**config.mk**
```make
export PLATFORM = sky130hd
export DESIGN_NAME = lsu_ctrl
export DESIGN_NICKNAME = d
export VERILOG_FILES = /design/src/rtl/lsu_ctrl.sv
export SDC_FILE = /design/constraint.sdc
export NUM_CORES = 1
export LEC_CHECK = 0
export ABC_AREA = 1
export BUFFER_PORTS_ARGS = -buffer_cell sky130_fd_sc_hd__buf_2
export CAP_MARGIN = 10
export CORE_MARGIN = 1.5
export CORE_UTILIZATION = 54
export CTS_BUF_LIST = sky130_fd_sc_hd__clkbuf_16
export CTS_CLUSTER_DIAMETER = 200
export DETAILED_ROUTE_END_ITERATION = 10
export HOLD_SLACK_MARGIN = 0.12
export PLACE_DENSITY = 0.8
export SLEW_MARGIN = 20
export SYNTH_ARGS = -nofsm -noshare
export SYNTH_HDL_FRONTEND = slang
export SYNTH_SLANG_ARGS = --single-unit
```
**constraint.sdc**
```tcl
create_clock -name clk -period 3.7 [get_ports clk]
set_input_delay 0.37 -clock clk [delete_from_list [all_inputs] [get_ports clk]]
set_output_delay 0.37 -clock clk [all_outputs]
set_load 0.02 [all_outputs]
```
**src/rtl/lsu_ctrl.sv**
```systemverilog
// Load/store unit between the MEM stage and a word-wide memory with a combinational read.
// It sign/zero-extends loads and uses read-modify-write for SB/SH.
// Macro LSU_MISALIGN_TRAP_EN (optional) turns misaligned halfword/word accesses into errors.
// Word and lane handling assume the RV32 layout (XLEN = 32).
module lsu_ctrl #(
    parameter int XLEN = 32
) (
    input  logic            clk,
    input  logic            rst,
    input  logic            req_valid,
    output logic            req_ready,
    input  logic            req_we,
    input  logic [2:0]      req_funct3,
    input  logic [XLEN-1:0] req_addr,
    input  logic [XLEN-1:0] req_wdata,
    output logic            resp_valid,
    output logic [XLEN-1:0] resp_rdata,
    output logic            resp_err,
    output logic            MemRead,
    output logic            MemWrite,
    output logic [XLEN-1:0] mem_addr,
    output logic [XLEN-1:0] mem_wdata,
    input  logic [XLEN-1:0] mem_rdata
);

    localparam logic [2:0] F3_B  = 3'b000;
    localparam logic [2:0] F3_H  = 3'b001;
    localparam logic [2:0] F3_W  = 3'b010;
    localparam logic [2:0] F3_BU = 3'b100;
    localparam logic [2:0] F3_HU = 3'b101;

    typedef enum logic [2:0] {IDLE, LOAD, RMW, WRITE, RESP} state_t;

    state_t            state_reg;
    logic [2:0]        funct3_reg;
    logic [1:0]        addr_lo_reg;
    logic [15:0]       wdata_lo_reg;
    logic              req_ready_reg;
    logic              resp_valid_reg;
    logic [XLEN-1:0]   resp_rdata_reg;
    logic              resp_err_reg;
    logic              mem_read_reg;
    logic              mem_write_reg;
    logic [XLEN-1:0]   mem_addr_reg;
    logic [XLEN-1:0]   mem_wdata_reg;

    logic              req_illegal;
    logic [XLEN-1:0]   load_data;
    logic [XLEN-1:0]   merged;
    logic [7:0]        rd_lane [4];
    logic [3:0]        lane_en;
    logic [7:0]        byte_sel;
    logic [15:0]       half_sel;

    assign req_ready  = req_ready_reg;
    assign resp_valid = resp_valid_reg;
    assign resp_rdata = resp_rdata_reg;
    assign resp_err   = resp_err_reg;
    assign MemRead    = mem_read_reg;
    assign MemWrite   = mem_write_reg;
    assign mem_addr   = mem_addr_reg;
    assign mem_wdata  = mem_wdata_reg;

    // Request decode: funct3 legality plus the optional alignment trap.
    always_comb begin
        req_illegal = 1'b0;
        if (req_we)
            req_illegal = !(req_funct3 inside {F3_B, F3_H, F3_W});
        else
            req_illegal = !(req_funct3 inside {F3_B, F3_H, F3_W, F3_BU, F3_HU});
`ifdef LSU_MISALIGN_TRAP_EN
        if (req_funct3[1:0] == 2'b01 && req_addr[0])
            req_illegal = 1'b1;
        if (req_funct3[1:0] == 2'b10 && req_addr[1:0] != 2'b00)
            req_illegal = 1'b1;
`endif
    end

    // Byte lanes of the read word; funct3[0] distinguishes SH (halfword lanes) from SB.
    generate
        for (genvar gi = 0; gi < 4; gi++) begin : g_lane
            localparam logic [1:0] LANE = 2'(gi);
            assign rd_lane[gi] = mem_rdata[8*gi +: 8];
            assign lane_en[gi] = funct3_reg[0] ? (addr_lo_reg[1] == LANE[1])
                                               : (addr_lo_reg == LANE);
            assign merged[8*gi +: 8] = !lane_en[gi] ? rd_lane[gi] :
                                       funct3_reg[0] ? wdata_lo_reg[8*(gi%2) +: 8]
                                                     : wdata_lo_reg[7:0];
        end
        if (XLEN > 32) begin : g_upper
            assign merged[XLEN-1:32] = mem_rdata[XLEN-1:32];
        end
    endgenerate

    always_comb begin
        byte_sel  = rd_lane[addr_lo_reg];
        half_sel  = addr_lo_reg[1] ? {rd_lane[3], rd_lane[2]} : {rd_lane[1], rd_lane[0]};
        load_data = mem_rdata;
        case (funct3_reg)
            F3_B:    load_data = {{(XLEN-8){byte_sel[7]}}, byte_sel};
            F3_BU:   load_data = {{(XLEN-8){1'b0}}, byte_sel};
            F3_H:    load_data = {{(XLEN-16){half_sel[15]}}, half_sel};
            F3_HU:   load_data = {{(XLEN-16){1'b0}}, half_sel};
            default: load_data = mem_rdata;
        endcase
    end

    always_ff @(posedge clk) begin
        if (rst) begin
            state_reg      <= IDLE;
            funct3_reg     <= 3'b000;
            addr_lo_reg    <= 2'b00;
            wdata_lo_reg   <= 16'h0;
            req_ready_reg  <= 1'b1;
            resp_valid_reg <= 1'b0;
            resp_rdata_reg <= '0;
            resp_err_reg   <= 1'b0;
            mem_read_reg   <= 1'b0;
            mem_write_reg  <= 1'b0;
            mem_addr_reg   <= '0;
            mem_wdata_reg  <= '0;
        end else begin
            case (state_reg)
                IDLE: begin
                    if (req_valid) begin
                        funct3_reg    <= req_funct3;
                        addr_lo_reg   <= req_addr[1:0];
                        wdata_lo_reg  <= req_wdata[15:0];
                        req_ready_reg <= 1'b0;
                        mem_addr_reg  <= {req_addr[XLEN-1:2], 2'b00};
                        if (req_illegal) begin
                            resp_valid_reg <= 1'b1;
                            resp_err_reg   <= 1'b1;
                            resp_rdata_reg <= '0;
                            state_reg      <= RESP;
                        end else if (!req_we) begin
                            mem_read_reg <= 1'b1;
                            state_reg    <= LOAD;
                        end else if (req_funct3[1]) begin
                            // SW: the whole word is the merge word, no read needed.
                            mem_wdata_reg <= req_wdata;
                            mem_write_reg <= 1'b1;
                            state_reg     <= WRITE;
                        end else begin
                            mem_read_reg <= 1'b1;
                            state_reg    <= RMW;
                        end
                    end
                end
                LOAD: begin
                    resp_rdata_reg <= load_data;
                    resp_valid_reg <= 1'b1;
                    mem_read_reg   <= 1'b0;
                    state_reg      <= RESP;
                end
                RMW: begin
                    mem_wdata_reg <= merged;
                    mem_write_reg <= 1'b1;
                    mem_read_reg  <= 1'b0;
                    state_reg     <= WRITE;
                end
                WRITE: begin
                    mem_write_reg  <= 1'b0;
                    mem_wdata_reg  <= '0;
                    resp_valid_reg <= 1'b1;
                    resp_rdata_reg <= '0;
                    state_reg      <= RESP;
                end
                RESP: begin
                    resp_valid_reg <= 1'b0;
                    resp_err_reg   <= 1'b0;
                    resp_rdata_reg <= '0;
                    mem_addr_reg   <= '0;
                    req_ready_reg  <= 1'b1;
                    state_reg      <= IDLE;
                end
                default: begin
                    req_ready_reg <= 1'b1;
                    state_reg     <= IDLE;
                end
            endcase
        end
    end

endmodule

```
==> results.ini <==
[clock_network]
clk_latency_ns=0.42
clockBufferDepth=2
tritoncts=yes
htreeDepth=4
cts_made_buffers=17
clk_pin_slew_ns=0.05
clock_sinks=123
postCtsSetupRepairBufs=0
clock-root-buffer=clkbuf_16
cts_hold_buffers=0
cts_resized=0

[cells_and_area]
syn2layout_area_growth_pct=22.9
multi_input_area_sq_mm=0.00321
fill_cells=1056
fin_nets=1292
seq_area_sq_mm=0.00246
layout-drive-gt1-share=0.204

[yosys]
synth_area_sq_mm=0.00639
synth_common_cells=332 x nand2_1, 124 x a21oi_1, 123 x dfxtp_1
yosysTopAreaCell=dfxtp_1
synth_top_area_share=0.385
syn_inst=1031
yosys_most_used_dff=dfxtp_1
synthTopCellsByArea=dfxtp_1 39%, nand2_1 19%, a21oi_1 9.7%, nand3_1 9.1%, inv_1 6.2%
seq_area_frac_synth=0.385
yosysMostFrequentCell=nand2_1
yosysWarningCount=0
syn_avg_cell_area_sq_um=6.20
synth-edff-count=0
synth_cell_types=22
ys_ff_latch=123
ys_async_sr_fraction=0

[pwr]
fin_total_pwr_mw=4.45
leakage_nw=4.12
ir_drop_mv=0.344
power_density_mw_per_mm2=566

[critical_path]
timing.rr.end=mem_wdata[27]
ff2ff_path_depth=9
worstSetupEndpointType=register
path_cells=nor2_2 -> nand2_1 -> inv_2 -> o21ai_0 -> nand3_2 -> buf_4 -> nand2_1 -> nand2_1 -> nor2_1
cp_max_fo=36
crit_path_frequent_cell=nand2_1
slowest_delay_ns=0.48
cp-startpoint=state_reg[0]
critical_path_class=register to register
crit_slowest_cell=nand3_2
cp.arrival_ns=2.87
reg2reg_from=state_reg[0]
r2r_slack_ns=1.15
critPathLaunchType=register
required_ns=4.01

[global_route]
grt_overflow=0
grt_start_max_net_pins=68
grt_pass1_vias=6309
grt_pass1_wl_mm=30.6
grt_antenna_before_repair=1
grt_usage=0.306

[sta]
tightest_slew_ns=0.972
rsz0062_at_grt=no
maxSlewHeadroom=0.351
finalCriticalPeriod_ns=2.55
setup_tns_ns=0
period_share=0.690
fin_worst_skew_ns=0.00579
finalSetupViolations=0
slew_viol_final=0
fmax_mhz=392
hold_violations=0

[die]
die_area_sq_mm=0.0125
num_rows=39
die_w_microns=112
core_sq_mm=0.0115
die_h_microns=112
ios=204
start_util=0.557

[hold_path]
hold_start=req_addr[25]
hold_path_depth=3
min_path_type=input pin to register
min_to=mem_addr[25]

[detailed_routing]
postRouteAntennaNets=0
via_per_inst=5.33
drt_pass1_iterations=6
routed-via-count=7174
wl_per_cell_microns=14.4
drt_iter0_drc=666
routed_wirelength_mm=19.4
route.detailed.drc=0

[run]
max_cap_viol_count=0

[placed_design]
gp_congestion=0.947
dp_hpwl_mm=13.8
io_buffers=201

[run_status]
status=finished, final reports clean

[layer usage]
layer | up-vias | wire length, microns | global-route usage
met5 | - | 13 | 0
met4 | 2 | 613 | 0.142
met3 | 50 | 1820 | 0.0855
met2 | 349 | 8970 | 0.478
met1 | 3178 | 7960 | 0.392
li1 | 3595 | - | -
[stage by stage]
stage | cells | cell area [sq um] | hold WS (ns) | util | setup slack (ns)
finish | 1346 | 7860 | 0.214 | 0.685 | 1.15
global route | 1345 | 7860 | 0.215 | 0.685 | 0.841
CTS | 1345 | 7850 | 0.212 | 0.685 | 1.18
detailed placement | 1313 | 7330 | 0.444 | 0.639 | 1.22
global placement | 1313 | 7330 | 0.438 | 0.639 | 1.26
floorplan | 1032 | 6390 | 0.429 | - | 2.23
[kinds of logic after synthesis]
group                  Yosys count  synth area share
DFF                            123             0.385
AOI/OAI and AO/OA              190             0.157
buffers and inverters          181             0.115
other                            1          0.000587
and+or+nand+nor                536             0.342
[critical path, delay by kind of cell (launching register included)]
family / cells / cell delay [ns]
AO/OA/AOI/OAI: 1 / 0.22
flip-flops: 1 / 0.36
AND/OR/NAND/NOR: 6 / 0.98
buffers and inverters: 2 / 0.85
[how the worst max path moves through the flow]
stage | to | slack [ns] | cells past startpoint
after floorplan | mem_wdata[30] | 2.23 | 9
after global placement | mem_wdata[30] | 1.26 | 9
after detailed placement | mem_wdata[27] | 1.22 | 9
after CTS | mem_wdata[14] | 1.18 | 9
after global routing | mem_wdata[26] | 0.84 | 9
final | mem_wdata[27] | 1.15 | 9
[cells in the final DEF (no fill, tap or decap)]
| cell type | Yosys | layout |
|---|---|---|
| nor3_1 | 1 | 1 |
| and3_1 | 1 | 1 |
| clkinv_2 | 0 | 3 |
| clkinvlp_4 | 0 | 2 |
| conb_1 | 1 | 2 |
| buf_2 | 22 | 201 |
| nand3_2 | 1 | 2 |
| inv_1 | 106 | 110 |
| a21oi_1 | 124 | 124 |
| buf_4 | 6 | 10 |
| dfxtp_1 | 123 | 123 |
| a211oi_1 | 1 | 1 |
| nor2_1 | 78 | 77 |
| nand2_2 | 1 | 3 |
| inv_2 | 2 | 2 |
| diode_2 | 0 | 1 |
| o21ai_0 | 45 | 45 |
| nand3_1 | 116 | 115 |
| bufinv_16 | 0 | 1 |
| clkbuf_16 | 0 | 17 |
| nor2_2 | 3 | 4 |
| clkinv_1 | 0 | 5 |
| o211ai_1 | 20 | 20 |
| nand2_1 | 332 | 330 |
| nand4_1 | 3 | 3 |
[final cells by class]
type / count / share of cell area
timing repair buffer: 211 / 0.138
clock buffer: 17 / 0.0541
tap: 143 / 0.0228
clock inverter: 15 / 0.0119
multi-input combinational: 728 / 0.408
antenna: 1 / 0.000318
inverter: 108 / 0.0516
sequential: 123 / 0.313
[power breakdown]
group | switching (mW) | internal [mW]
Combinational | 0.948 | 0.422
Sequential | 0.102 | 1.50
Clock | 0.582 | 0.893
Note: power is estimated with default switching activity, not from simulation.
